**config.mk**
```make
export PLATFORM = sky130hd
export DESIGN_NAME = mb_seq_multiplier
export DESIGN_NICKNAME = d
export VERILOG_FILES = /design/src/rtl/mb_seq_multiplier.sv
export SDC_FILE = /design/constraint.sdc
export NUM_CORES = 1
export LEC_CHECK = 0
export BUFFER_PORTS_ARGS = -buffer_cell sky130_fd_sc_hd__buf_2
export CAP_MARGIN = 10
export CORE_MARGIN = 5
export CORE_UTILIZATION = 55
export CTS_BUF_LIST = sky130_fd_sc_hd__clkbuf_16
export CTS_CLUSTER_DIAMETER = 150
export CTS_CLUSTER_SIZE = 16
export DETAILED_ROUTE_END_ITERATION = 10
export PLACE_DENSITY = 0.83
export SKIP_CTS_REPAIR_TIMING = 1
export SYNTH_ARGS = -nofsm -noshare
export SYNTH_HDL_FRONTEND = slang
export SYNTH_SLANG_ARGS = --single-unit
```
**constraint.sdc**
```tcl
create_clock -name clk -period 5.1 [get_ports clk]
set_input_delay 1.02 -clock clk [delete_from_list [all_inputs] [get_ports clk]]
set_output_delay 1.02 -clock clk [all_outputs]
set_load 0.005 [all_outputs]
```
**src/rtl/mb_seq_multiplier.sv**
```systemverilog
// rtl/mb_seq_multiplier.sv - sequential radix-4 modified-Booth multiplier, one digit per clock
// Optional unsigned mode is compiled in with MB_UNSIGNED_EN.
module mb_seq_multiplier #(
    parameter int N = 8
) (
    input  logic           clk,
    input  logic           rst,
    input  logic           start,
    input  logic [N-1:0]   a,
    input  logic [N-1:0]   b,
`ifdef MB_UNSIGNED_EN
    input  logic           uns,
`endif
    output logic           busy,
    output logic           done,
    output logic [2*N-1:0] p
);

    localparam int W  = 2 * N;
    localparam int BW = N + 3;
    localparam int DS = N / 2;
    localparam int DU = N / 2 + 1;
    localparam int CW = $clog2(DU + 1);

    typedef enum logic {IDLE, RUN} state_t;

    state_t        state;
    logic [W-1:0]  acc;
    logic [W-1:0]  mc;
    logic [BW-1:0] bsh;
    logic [CW-1:0] cnt;
    logic [CW-1:0] last;

    logic          bm, bz, bp;
    logic          sgn, one, two;
    logic [W-1:0]  mag;
    logic [W-1:0]  pp;
    logic [W-1:0]  sum;

    // mc is pre-shifted by 2i and bsh by 2i, so the current digit is always bsh[2:0]
    always_comb begin
        bm  = bsh[0];
        bz  = bsh[1];
        bp  = bsh[2];
        sgn = bp & ~(bp & bz & bm);
        one = bm ^ bz;
        two = ~one & (bp ^ bz);
        mag = '0;
        if (two)
            mag = {mc[W-2:0], 1'b0};
        else if (one)
            mag = mc;
        pp  = sgn ? ('0 - mag) : mag;
        sum = acc + pp;
    end

`ifdef MB_UNSIGNED_EN
    always_ff @(posedge clk) begin
        if (rst)
            last <= '0;
        else if (state == IDLE && start)
            last <= uns ? CW'(DU - 1) : CW'(DS - 1);
    end
`else
    assign last = CW'(DS - 1);
`endif

    always_ff @(posedge clk) begin
        if (rst) begin
            state <= IDLE;
            acc   <= '0;
            mc    <= '0;
            bsh   <= '0;
            cnt   <= '0;
            busy  <= 1'b0;
            done  <= 1'b0;
            p     <= '0;
        end else begin
            done <= 1'b0;
            case (state)
                IDLE: begin
                    if (start) begin
`ifdef MB_UNSIGNED_EN
                        if (uns) begin
                            mc  <= {{N{1'b0}}, a};
                            bsh <= {2'b00, b, 1'b0};
                        end else begin
                            mc  <= {{N{a[N-1]}}, a};
                            bsh <= {{2{b[N-1]}}, b, 1'b0};
                        end
`else
                        mc  <= {{N{a[N-1]}}, a};
                        bsh <= {{2{b[N-1]}}, b, 1'b0};
`endif
                        acc   <= '0;
                        cnt   <= '0;
                        busy  <= 1'b1;
                        state <= RUN;
                    end
                end
                RUN: begin
                    acc <= sum;
                    mc  <= {mc[W-3:0], 2'b00};
                    bsh <= {2'b00, bsh[BW-1:2]};
                    cnt <= cnt + CW'(1);
                    if (cnt == last) begin
                        p     <= sum;
                        done  <= 1'b1;
                        busy  <= 1'b0;
                        state <= IDLE;
                    end
                end
                default: state <= IDLE;
            endcase
        end
    end

endmodule
```
==> results.md <==
- The floorplan step set the die width to 95.2 µm.
- The kind of start point of the critical path is a flip-flop.
- The number of enable flip-flop cells after synthesis is 0.
- Once detailed placement completed, the half-perimeter wirelength came to 6.65 mm.
- The initialized floorplan defines 31 standard-cell rows.
- The maximum clock insertion buffer count is 2.
- The top-area cell type share of the netlist area is 32.1%.
- The detail route stage leaves a number of antenna-violating nets equal to 0.
- The congestion estimate from routability-driven global placement came to 0.918.
- The number of buffers added on ports is 36.
- The netlist area before placement is 3990 µm².
- The switching fraction of total power is 28.4%.
- Counting the fill cells in the layout gives 640.
- The critical path data required time is 5.25 ns.
- The count of vias placed by the detailed router is 3,701.
- The number of remaining DRC errors is 0.
- After synthesis, the cell types taking the most area are sky130_fd_sc_hd__dfxtp_1 (32%), sky130_fd_sc_hd__a21oi_1 (9.0%), sky130_fd_sc_hd__nor2_1 (7.3%).
- Across the routed clock network, the largest skew measured is 0.00728 ns.
- The most used flip-flop cell after synthesis is sky130_fd_sc_hd__dfxtp_1.
- After routing, the total negative slack on setup checks comes to 0 ns.
- For this run, the top clock speed supported by timing is 248 MHz.
- In this run, CTS created clock tree buffers numbering 9.
- The total routing resource utilization after global routing is 22.3%.
- The part of the Yosys area used for sequential elements is 32.1%.
- Measured against its own limit, the worst slew margin works out to 21.9%.
- By count the netlist is led by sky130_fd_sc_hd__nor2_1 (78), sky130_fd_sc_hd__a21oi_1 (72), sky130_fd_sc_hd__dfxtp_1 (64), sky130_fd_sc_hd__nand2_1 (61), sky130_fd_sc_hd__clkbuf_1 (32).
- The transition time at the pin with the least slew margin is 1.17 ns.
- The total die area is 9060 µm².
- The synthesized design spends more area on one cell type than any other, namely sky130_fd_sc_hd__dfxtp_1.
- The final critical path takes up 79.2% of the cycle.
- The internal cell power is 914 µW.
- The number of DRC markers in iteration 0 is 265.
- The number of instances in the synthesized netlist is 526.
- Counting every net in the synthesized netlist gives 568.
- The synthesized design contains 64 register bits.
- The power per standard cell area is 289 nW/µm².
- The path type of the worst min-delay path is reg -> reg.
- The growth of design area from synthesis to finish is 10.8%.
- After global routing the overflow that remains totals 0.
- After detailed routing, the average wire length per cell comes to 14.9 µm.
- Across the run, the number of max-cap violations was 0.
- The share of power burned in combinational logic is 16.0%.
- Of the cells placed in the final design, the portion with a size suffix greater than 1 is 11.6%.
- The via count of the first global-routing pass came to 3,423.
- Measured along the y axis, the die boundary spans 95.2 µm.
- The flow ran to the end, and the final reports show no timing, DRC or antenna violations.
- The clock sink count is 64.
- In the post-synthesis netlist, the cell with the most instances is sky130_fd_sc_hd__nor2_1.
- The number of distinct library cells after synthesis is 55.
- The worst path arrival time is 4.19 ns.
- Per report_power, the clock group accounts for 41.4% of the total.
- Each instance of the synthesized netlist takes up on average 7.59 µm².
- Using the TritonRoute via totals, the vias-per-cell ratio works out to 5.77.
- The clock-pin slew reported for the worst setup and hold paths after clock tree synthesis is 0.05 ns.
- The depth of the CTS H-tree is 3.
- Setup repair after global routing left no endpoint under its margin.
- The clock period minus worst slack is 4.04 ns.
- Summed over all cells, the static leakage comes to 1.92 nW.
- Entering global routing, the biggest net connects 68 pins.
- For this design the total switching power over the nets is 362 µW.
- STA classifies the critical path endpoint as a flip-flop.
- The final hold violation count is 0.
- The maximum vdd ir drop is 248 µV.
- By startpoint and endpoint, the worst setup path is classified as reg -> reg.
- The number of endpoints failing setup at the final stage is 0.
- TritonCTS built the clock tree.
- The antenna diode instance count is 0.
- The finished layout cell area is 4420 µm².
- The number of antenna violations at the first check in global routing came to 0.
- The total wirelength of the detailed-routed design is 9.52 mm.
- The number of nets in the finished design is 580.
- The placed cell area is 4170 µm².
- Pin placement for this block handled 37 I/O pins.
- The share of flip-flops with an asynchronous set or reset is 0%.
- The proportion of power drawn by flip-flops and latches is 42.6%.
- The first detailed-routing pass ran for 5 iterations.
- Hold timing on the final database bottoms out at a slack of 0.450 ns.
- Clock tree synthesis selected as its root buffer the cell sky130_fd_sc_hd__clkbuf_16.
- For this configuration, the core starts out at a cell density of 55.6%.
- The placeable core region is 7180 µm².
- The final count of pins violating max slew is 0.
- The global-route wire length before repair is 16.0 mm.
- Along the worst path, the maximum fanout reaches 13.
- The insertion delay to the later sink of the worst-skew pair is 0.33 ns.
- The Yosys warning count is 0.
[cell type report]
cell class	instances	area, µm²	area share [%]
multi-input combinational	413	2520	57.0
sequential	64	1280	29.0
clock buffer	9	225	5.09
timing repair buffer	38	195	4.42
tap	99	124	2.80
inverter	12	45.0	1.02
clock inverter	6	30.0	0.679
[flip-flops by register name (all words and copies together) (netlist names)]
signal / cells
mc: 16
cnt: 3
state: 1
busy: 1
p: 16
acc: 16
done: 1
bsh: 10
[power groups by stage]
stage / registers, mW / clock network (mW) / logic, mW
after floorplan: 0.541 / 0 / 0.167
after global placement: 0.552 / 0 / 0.196
after detailed placement: 0.553 / 0 / 0.201
after CTS: 0.543 / 0.533 / 0.203
after global routing: 0.546 / 0.559 / 0.229
final: 0.543 / 0.529 / 0.204
[per-layer routing]
metal | GRT usage, % | wire length [µm]
met5 | 0 | 0
met4 | 8.89 | 189
met3 | 4.74 | 520
met2 | 37.1 | 4620
met1 | 27.9 | 4200
[logic make-up (layout without fill, tap and decap cells)]
| logic type | after synthesis | in the layout | synth area share [%] |
|---|---|---|---|
| XOR/XNOR | 25 | 25 | 5.68 |
| adder cells (fa/ha/maj) | 23 | 23 | 7.40 |
| multiplexers | 18 | 18 | 4.61 |
| AND/OR/NAND/NOR | 204 | 204 | 24.0 |
| flip-flops | 64 | 64 | 32.1 |
| buffers and inverters | 49 | 65 | 4.77 |
| AO/OA/AOI/OAI | 143 | 143 | 21.4 |
[cells in the final DEF, fill, tap and decap left out, types with 14 or more instances in the layout]
cell and n:
sky130_fd_sc_hd__o21ai_0 16, sky130_fd_sc_hd__and3_1 16, sky130_fd_sc_hd__nor2_1 78, sky130_fd_sc_hd__buf_2 36
sky130_fd_sc_hd__nand3_1 15, sky130_fd_sc_hd__a21oi_1 72, sky130_fd_sc_hd__ha_1 22, sky130_fd_sc_hd__xnor2_1 14
sky130_fd_sc_hd__dfxtp_1 63, sky130_fd_sc_hd__mux2i_1 17, sky130_fd_sc_hd__nand2_1 61
[critical path, stage by stage (launching register included)]
cell                       delay (ns)
sky130_fd_sc_hd__dfxtp_1         0.43
sky130_fd_sc_hd__xor2_1          0.53
sky130_fd_sc_hd__buf_4           0.29
sky130_fd_sc_hd__nor2_1          0.13
sky130_fd_sc_hd__a31oi_1         0.31
sky130_fd_sc_hd__nor4_2          0.10
sky130_fd_sc_hd__o21ai_1         0.15
sky130_fd_sc_hd__nand2_1         0.10
sky130_fd_sc_hd__xor2_1          0.19
sky130_fd_sc_hd__ha_1            0.35
sky130_fd_sc_hd__a21o_1          0.19
sky130_fd_sc_hd__nor3b_1         0.19
sky130_fd_sc_hd__nand3_1         0.13
sky130_fd_sc_hd__a2111o_1        0.42
sky130_fd_sc_hd__a21o_1          0.18
sky130_fd_sc_hd__nand3_1         0.09
sky130_fd_sc_hd__a21oi_1         0.07
[per-stage QoR]
| stage | power, mW | util, % | worst slack, ns | std cells |
|---|---|---|---|---|
| 2_1_floorplan | 0.708 | - | 1.47 | 526 |
| 3_3_place_gp | 0.748 | 58.0 | 1.25 | 626 |
| 3_5_place_dp | 0.753 | 58.0 | 1.19 | 626 |
| 4_1_cts | 1.28 | 61.6 | 1.11 | 641 |
| 5_1_grt | 1.33 | 61.6 | 0.763 | 641 |
| 6_report | 1.28 | 61.6 | 1.06 | 641 |
[worst paths after layout]
check | startpoint | to | slack (ns) | cells past startpoint
setup / recovery | bsh[1]$_SDFFE_PP0P_ | acc[14]$_SDFFE_PP0P_ | 1.06 | 16
hold reg to reg | p[12]$_SDFFE_PP0P_ | p[12]$_SDFFE_PP0P_ | 0.45 | 2
setup reg to reg | bsh[1]$_SDFFE_PP0P_ | acc[14]$_SDFFE_PP0P_ | 1.06 | 16
hold / removal | p[12]$_SDFFE_PP0P_ | p[12]$_SDFFE_PP0P_ | 0.45 | 2
(Power assumes the default switching activity.)
